## config.mk

```make
export PLATFORM = sky130hd
export DESIGN_NAME = ex_muldiv
export DESIGN_NICKNAME = d
export VERILOG_FILES = /design/src/rtl/ex_muldiv.sv
export SDC_FILE = /design/constraint.sdc
export NUM_CORES = 1
export LEC_CHECK = 0
export ABC_AREA = 1
export BUFFER_PORTS_ARGS = -buffer_cell sky130_fd_sc_hd__buf_2
export CORE_UTILIZATION = 46
export CTS_BUF_LIST = sky130_fd_sc_hd__clkbuf_2 sky130_fd_sc_hd__clkbuf_4 sky130_fd_sc_hd__clkbuf_8
export DETAILED_ROUTE_END_ITERATION = 16
export HOLD_SLACK_MARGIN = 0.1
export SYNTH_ARGS = -nofsm -noshare
export SYNTH_HDL_FRONTEND = slang
export SYNTH_SLANG_ARGS = --single-unit
```

## constraint.sdc

```tcl
create_clock -name CLOCK -period 3.4 [get_ports CLOCK]
set_input_delay 0.34 -clock CLOCK [delete_from_list [all_inputs] [get_ports CLOCK]]
set_output_delay 0.34 -clock CLOCK [all_outputs]
set_load 0.01 [all_outputs]
```

## src/rtl/ex_muldiv.sv

```systemverilog
// Iterative MIPS-style multiply/divide unit with architectural HI/LO registers.
// One radix-2 step per clock: 32 iterations in CALC, then sign fix-up and write-back in FIX.
module ex_muldiv (
    input  logic        CLOCK,
    input  logic        RESET,
    input  logic        inStart,
    input  logic [3:0]  inMDop,
    input  logic [31:0] inOpA,
    input  logic [31:0] inOpB,
    input  logic        inFlush,
    output logic        outStall,
    output logic        outDone,
    output logic [31:0] outHI,
    output logic [31:0] outLO,
    output logic [31:0] outMFresult
);

    localparam logic [3:0] OP_MULT  = 4'b0001;
    localparam logic [3:0] OP_MULTU = 4'b0010;
    localparam logic [3:0] OP_DIV   = 4'b0011;
    localparam logic [3:0] OP_DIVU  = 4'b0100;
    localparam logic [3:0] OP_MFHI  = 4'b0101;
    localparam logic [3:0] OP_MFLO  = 4'b0110;
    localparam logic [3:0] OP_MTHI  = 4'b0111;
    localparam logic [3:0] OP_MTLO  = 4'b1000;

    typedef enum logic [1:0] {
        IDLE = 2'd0,
        CALC = 2'd1,
        FIX  = 2'd2
    } state_t;

    state_t      state, state_nxt;
    logic [5:0]  cnt;
    logic [63:0] acc;
    logic [31:0] op_a_raw;
    logic [31:0] mag_b;
    logic        is_div;
    logic        neg_main;
    logic        neg_rem;
    logic        div_zero;

    logic        op_arith;
    logic        op_hilo;
    logic        op_signed;
    logic        op_is_div;
    logic        accept;
    logic        mt_write;
    logic [31:0] abs_a;
    logic [31:0] abs_b;

    assign op_arith  = (inMDop == OP_MULT) || (inMDop == OP_MULTU) ||
                       (inMDop == OP_DIV)  || (inMDop == OP_DIVU);
    assign op_hilo   = (inMDop == OP_MFHI) || (inMDop == OP_MFLO) ||
                       (inMDop == OP_MTHI) || (inMDop == OP_MTLO);
    assign op_signed = (inMDop == OP_MULT) || (inMDop == OP_DIV);
    assign op_is_div = (inMDop == OP_DIV)  || (inMDop == OP_DIVU);

    // outDone blocks a restart of the same instruction still held in ID/EX.
    assign accept   = (state == IDLE) && inStart && !outDone && !inFlush && op_arith;
    assign mt_write = (state == IDLE) && inStart && !inFlush &&
                      ((inMDop == OP_MTHI) || (inMDop == OP_MTLO));

    assign abs_a = (op_signed && inOpA[31]) ? (32'd0 - inOpA) : inOpA;
    assign abs_b = (op_signed && inOpB[31]) ? (32'd0 - inOpB) : inOpB;

    // Multiply: acc = {partial product, remaining multiplier bits}.
    logic [32:0] mul_sum;
    logic [63:0] mul_next;
    assign mul_sum  = {1'b0, acc[63:32]} + (acc[0] ? {1'b0, mag_b} : 33'd0);
    assign mul_next = {mul_sum, acc[31:1]};

    // Divide: acc = {partial remainder, dividend bits shifting into quotient}.
    logic [32:0] div_cand;
    logic [32:0] div_diff;
    logic        div_ge;
    logic [63:0] div_next;
    assign div_cand = acc[63:31];
    assign div_diff = div_cand - {1'b0, mag_b};
    assign div_ge   = !div_diff[32];
    assign div_next = {(div_ge ? div_diff[31:0] : div_cand[31:0]), acc[30:0], div_ge};

    logic [63:0] prod_fix;
    logic [31:0] quot_fix;
    logic [31:0] rem_fix;
    logic [31:0] fix_hi;
    logic [31:0] fix_lo;
    assign prod_fix = neg_main ? (64'd0 - acc) : acc;
    assign quot_fix = neg_main ? (32'd0 - acc[31:0])  : acc[31:0];
    assign rem_fix  = neg_rem  ? (32'd0 - acc[63:32]) : acc[63:32];

    always_comb begin
        fix_hi = prod_fix[63:32];
        fix_lo = prod_fix[31:0];
        if (is_div) begin
            if (div_zero) begin
                fix_hi = op_a_raw;
                fix_lo = 32'hFFFF_FFFF;
            end else begin
                fix_hi = rem_fix;
                fix_lo = quot_fix;
            end
        end
    end

    always_ff @(posedge CLOCK or negedge RESET) begin
        if (!RESET) state <= IDLE;
        else        state <= state_nxt;
    end

    always_comb begin
        state_nxt = state;
        case (state)
            IDLE:    if (accept) state_nxt = CALC;
            CALC:    if (cnt == 6'd31) state_nxt = FIX;
            FIX:     state_nxt = IDLE;
            default: state_nxt = IDLE;
        endcase
        if (inFlush) state_nxt = IDLE;
    end

    always_ff @(posedge CLOCK or negedge RESET) begin
        if (!RESET) begin
            cnt      <= 6'd0;
            acc      <= 64'd0;
            op_a_raw <= 32'd0;
            mag_b    <= 32'd0;
            is_div   <= 1'b0;
            neg_main <= 1'b0;
            neg_rem  <= 1'b0;
            div_zero <= 1'b0;
            outDone  <= 1'b0;
            outHI    <= 32'd0;
            outLO    <= 32'd0;
        end else begin
            outDone <= 1'b0;
            if (inFlush) begin
                cnt <= 6'd0;
            end else begin
                case (state)
                    IDLE: begin
                        if (accept) begin
                            cnt      <= 6'd0;
                            acc      <= {32'd0, abs_a};
                            op_a_raw <= inOpA;
                            mag_b    <= abs_b;
                            is_div   <= op_is_div;
                            neg_main <= op_signed && (inOpA[31] ^ inOpB[31]);
                            neg_rem  <= op_signed && inOpA[31];
                            div_zero <= (inOpB == 32'd0);
                        end
                        if (mt_write) begin
                            if (inMDop == OP_MTHI) outHI <= inOpA;
                            else                   outLO <= inOpA;
                        end
                    end
                    CALC: begin
                        acc <= is_div ? div_next : mul_next;
                        cnt <= cnt + 6'd1;
                    end
                    FIX: begin
                        outHI   <= fix_hi;
                        outLO   <= fix_lo;
                        outDone <= 1'b1;
                    end
                    default: ;
                endcase
            end
        end
    end

    assign outStall = (state != IDLE) ||
                      (inStart && op_arith && !outDone) ||
                      (inStart && op_hilo && (state != IDLE));

    always_comb begin
        outMFresult = 32'd0;
        case (inMDop)
            OP_MFHI: outMFresult = outHI;
            OP_MFLO: outMFresult = outLO;
            default: outMFresult = 32'd0;
        endcase
    end

endmodule

```

==> run summary <==
Clock tree synthesis selected as its root buffer the cell clkbuf_8. The die is 212 µm wide. On the worst path, the slowest cell contributes a delay of 0.50 ns. The worst setup path is of the flop to flop kind. After detailed routing, the average wire length per cell comes to 21.1 µm.

Async set-or-reset flop fraction in the synthesized netlist: 1.00. The number of vias per cell after detailed routing is 5.71, and the remaining antenna violation count is 0. The area share of the largest cell type after synthesis was 0.253. The worst setup path is captured at a flop.

For the sequential cell area in the final layout, the log shows 5130 µm². Post-synthesis mux area share: 0. Setup violations remaining at the end of the flow were counted as 0. In this run the cell area of the synthesized design comes to 20300 µm². Input and output buffers added on the ports amount to 169. Wire length after detailed routing: 91.2 mm. By area, the combinational part of the netlist is dominated by simple AND/OR/NAND/NOR gates.

After global routing the overflow that remains totals 0. Setup total negative slack on the finished layout was measured at 0 ns. The starting utilization of the core area was 0.469; the pin count of the biggest net entering global routing was 103. The total power per unit cell area came out at 830 nW/µm². The final clock skew came out at 0.0331 ns. The number of buffers inserted to repair setup after CTS is 0, and the die footprint is 44900 µm². IR analysis of the VDD net gives a maximum drop of 0.367 mV. The count of filler cells inserted in the layout was 4543; the smallest hold slack was 0.138 ns. The first global-routing pass estimated 134 mm of wire. For the number of global-route vias before repair, the log shows 22.1k.

Timing analysis after detailed placement gives a worst setup slack of 0.351 ns. The routability congestion estimate from global placement was 1.07. The tools report the number of nets in the synthesized netlist as 3671. The number of warning messages in the yosys log was 0.

TritonCTS created 41 clock buffers. The run gives 0 as the hold violation count in the final report. For the number of cell rows, the log shows 76. Counting I/O delays and the setup requirement, the final critical path takes 3.10 ns. The clock passes through at most 3 buffers.

Across the run, the number of max-cap violations was 0. The global-route usage over all layers came out at 0.401. The later-pin clock latency in the skew report was 0.64 ns. The routed layout has 24.7k vias.

The number of antenna diodes is 0. For this block, the initial DRC count from the detailed router was 3403. The run gives 2 as the number of H-tree levels.

Most common flop cell mapped by yosys: dfrtp_1. The number of max-slew violations in the final report was 0; the number of antenna violations at the first check in global routing was 2. The worst min-delay path class was primary input to flop. The flow ran to the end, and the final reports show no timing, DRC or antenna violations. In this design, the critical path's most frequently occurring cell is nand2_1. The clock-pin slew of the registers on the worst-case setup and hold paths works out to 0.08 ns. TritonCTS built the clock tree. Synthesized area per cell: 5.75 µm². After layout, the worst setup slack is 0.299 ns. From bottom edge to top edge, the die measures 212 µm. dfrtp_1 takes more of the synthesized area than any other cell. Walking the worst path, the cells encountered are buf_6, nand2_1, inv_1, ha_1, a21oi_1, o21ai_0, buf_4, nand2_1, nand2_1, nand2_1, nand2_1, nand2_1, nand2_1, nand2_1, nand3_1, nand2_1, inv_1, nand2_1, nand2_1. Relative to the synthesized area, the layout overhead comes to 14.5%. Area of combinational cells with multiple inputs: 12700 µm².

The count of TritonRoute iterations in the first routing pass was 7; the layout cell share with drive strength beyond 1 was 0.0999. Cell type of the slowest stage on the worst timing path: dfrtp_1. The count of state elements after synthesis came out at 205.

The maximum fanout encountered on the critical timing path came out at 30. The area of the core region was 43300 µm². 170 I/O pins were placed. Setup repair after global routing left no endpoint under its margin. After synthesis, the cell types taking the most area are dfrtp_1 25%, nand2_1 20%, inv_1 9.0%.

Static leakage power: 12.5 nW. The compound-cell area share of the yosys netlist is 0.165. The logs give 19.3 mW for the total design power and 71.3 mm for the placed wire-length estimate after detailed placement.

The normalized max-slew margin is 0.296, and the net total in the final layout is 3854. The share of the synthesized netlist area taken by xor and xnor gates is 0.0229, and the transition time at the pin with the least slew margin is 1.04 ns. STA puts the critical path data arrival time at 3.64 ns.

Clock tree synthesis found a total of 205 sinks. The post-synthesis cell count was 3528; the placed instance count was 4221. After synthesis, the netlist uses 48 different library cells. The simple-gate share of the synthesized area is 0.393, and the period utilization is 0.912.

The required time of the critical path is 3.94 ns, and the number of remaining DRC errors is 0. The worst setup path is launched from a flop. The finished layout holds 4329 standard cells, fillers aside. The share of the yosys chip area belonging to registers is 0.253, and the post-synthesis adder-cell area fraction is 0.0446.

In this run, synthesis inferred 0 flip-flops with an integrated enable. Highest clock rate: 0.322 GHz.
[synthesized netlist by cell type (10+ instances only)]
library cell,count
nand2_1,1092
inv_1,487
nor2_1,470
o21ai_0,259
nand3_1,256
a21oi_1,221
dfrtp_1,205
clkbuf_1,85
ha_1,69
nor3_1,37
xor2_1,37
o22ai_1,34
nand4_1,33
a22oi_1,25
buf_2,25
a31oi_1,23
o211ai_1,16
xnor2_1,16
nor2_2,15
buf_1,13
o21ai_1,12
inv_2,10
[cells in the final DEF (no fill, tap or decap), types with 32 or more instances in the layout]
master	instances
nor2_1	468
ha_1	69
xor2_1	37
dlygate4sd3_1	32
o21ai_0	259
nand2_1	1091
buf_4	67
o22ai_1	34
nand4_1	33
clkbuf_8	51
inv_1	486
dfrtp_1	203
a21oi_1	221
buf_2	168
nor3_1	37
nand3_1	256
[state kept, by name (all words and copies together) (netlist names)]
register	cells
outHI	32
outDone	1
div_zero	1
state	2
neg_main	1
neg_rem	1
acc	64
outLO	32
cnt	6
mag_b	32
is_div	1
op_a_raw	32
[repair_timing]
| item | CTS | global route |
|---|---|---|
| resized for setup | 0 | 1 |
| setup endpoints to repair | 0 | 1 |
| hold endpoints to repair | 133 | 0 |
| hold buffers | 32 | 0 |
[routing by layer]
| metal | global-route usage | wire length (µm) | up-vias |
|---|---|---|---|
| li1 | - | - | 11600 |
| met1 | 0.599 | 40600 | 11400 |
| met3 | 0.137 | 13500 | 183 |
| met2 | 0.522 | 34100 | 1544 |
| met5 | 0 | 23 | - |
| met4 | 0.132 | 2950 | 4 |
[worst paths after layout]
kind | startpoint | endpoint | slack (ns) | cells after the start
worst max register to register | acc[0] | acc[62] | 0.30 | 19
worst min register to register | op_a_raw[30] | op_a_raw[30] | 0.49 | 2
max in group asynchronous | RESET | outLO[6] | 2.12 | 3
worst min-delay path | inOpB[13] | mag_b[13] | 0.14 | 4
min in group asynchronous | RESET | acc[63] | 0.35 | 2
worst max-delay path | acc[0] | acc[62] | 0.30 | 19
[power by group]
group | internal [mW] | switching [mW]
logic | 3.67 | 8.31
clock network | 1.89 | 1.30
registers | 3.12 | 0.978
total | 8.67 | 10.6
[cell families after synthesis]
family / count (synthesis)
buffers and inverters: 633
and+or+nand+nor: 1947
xor gates and xnor gates: 53
DFF: 205
adders and majority gates: 71
AOI/OAI and AO/OA: 619
[worst max-delay path: cells and delay by family (launching register included)]
kind	cells	cell delay (ns)
AOI/OAI and AO/OA	2	0.48
adders and majority gates	1	0.27
buffers and inverters	4	0.68
DFF	1	0.50
and+or+nand+nor	12	1.09
[per-stage QoR]
step	instance area, µm²	util
after floorplan	20300	-
after global placement	21900	0.506
after detailed placement	21900	0.506
after CTS	23200	0.536
after global routing	23200	0.536
final	23200	0.536
[area by class of cell]
| class | count | area share |
|---|---|---|
| clock inverters | 20 | 0.0114 |
| well taps | 585 | 0.0315 |
| repair buffers | 272 | 0.0754 |
| clock buffers | 56 | 0.0319 |
| flip-flops and latches | 205 | 0.221 |
| multi-input cells | 2690 | 0.548 |
| inverters | 501 | 0.0810 |
No activity file was read; power rests on OpenSTA's default activity.
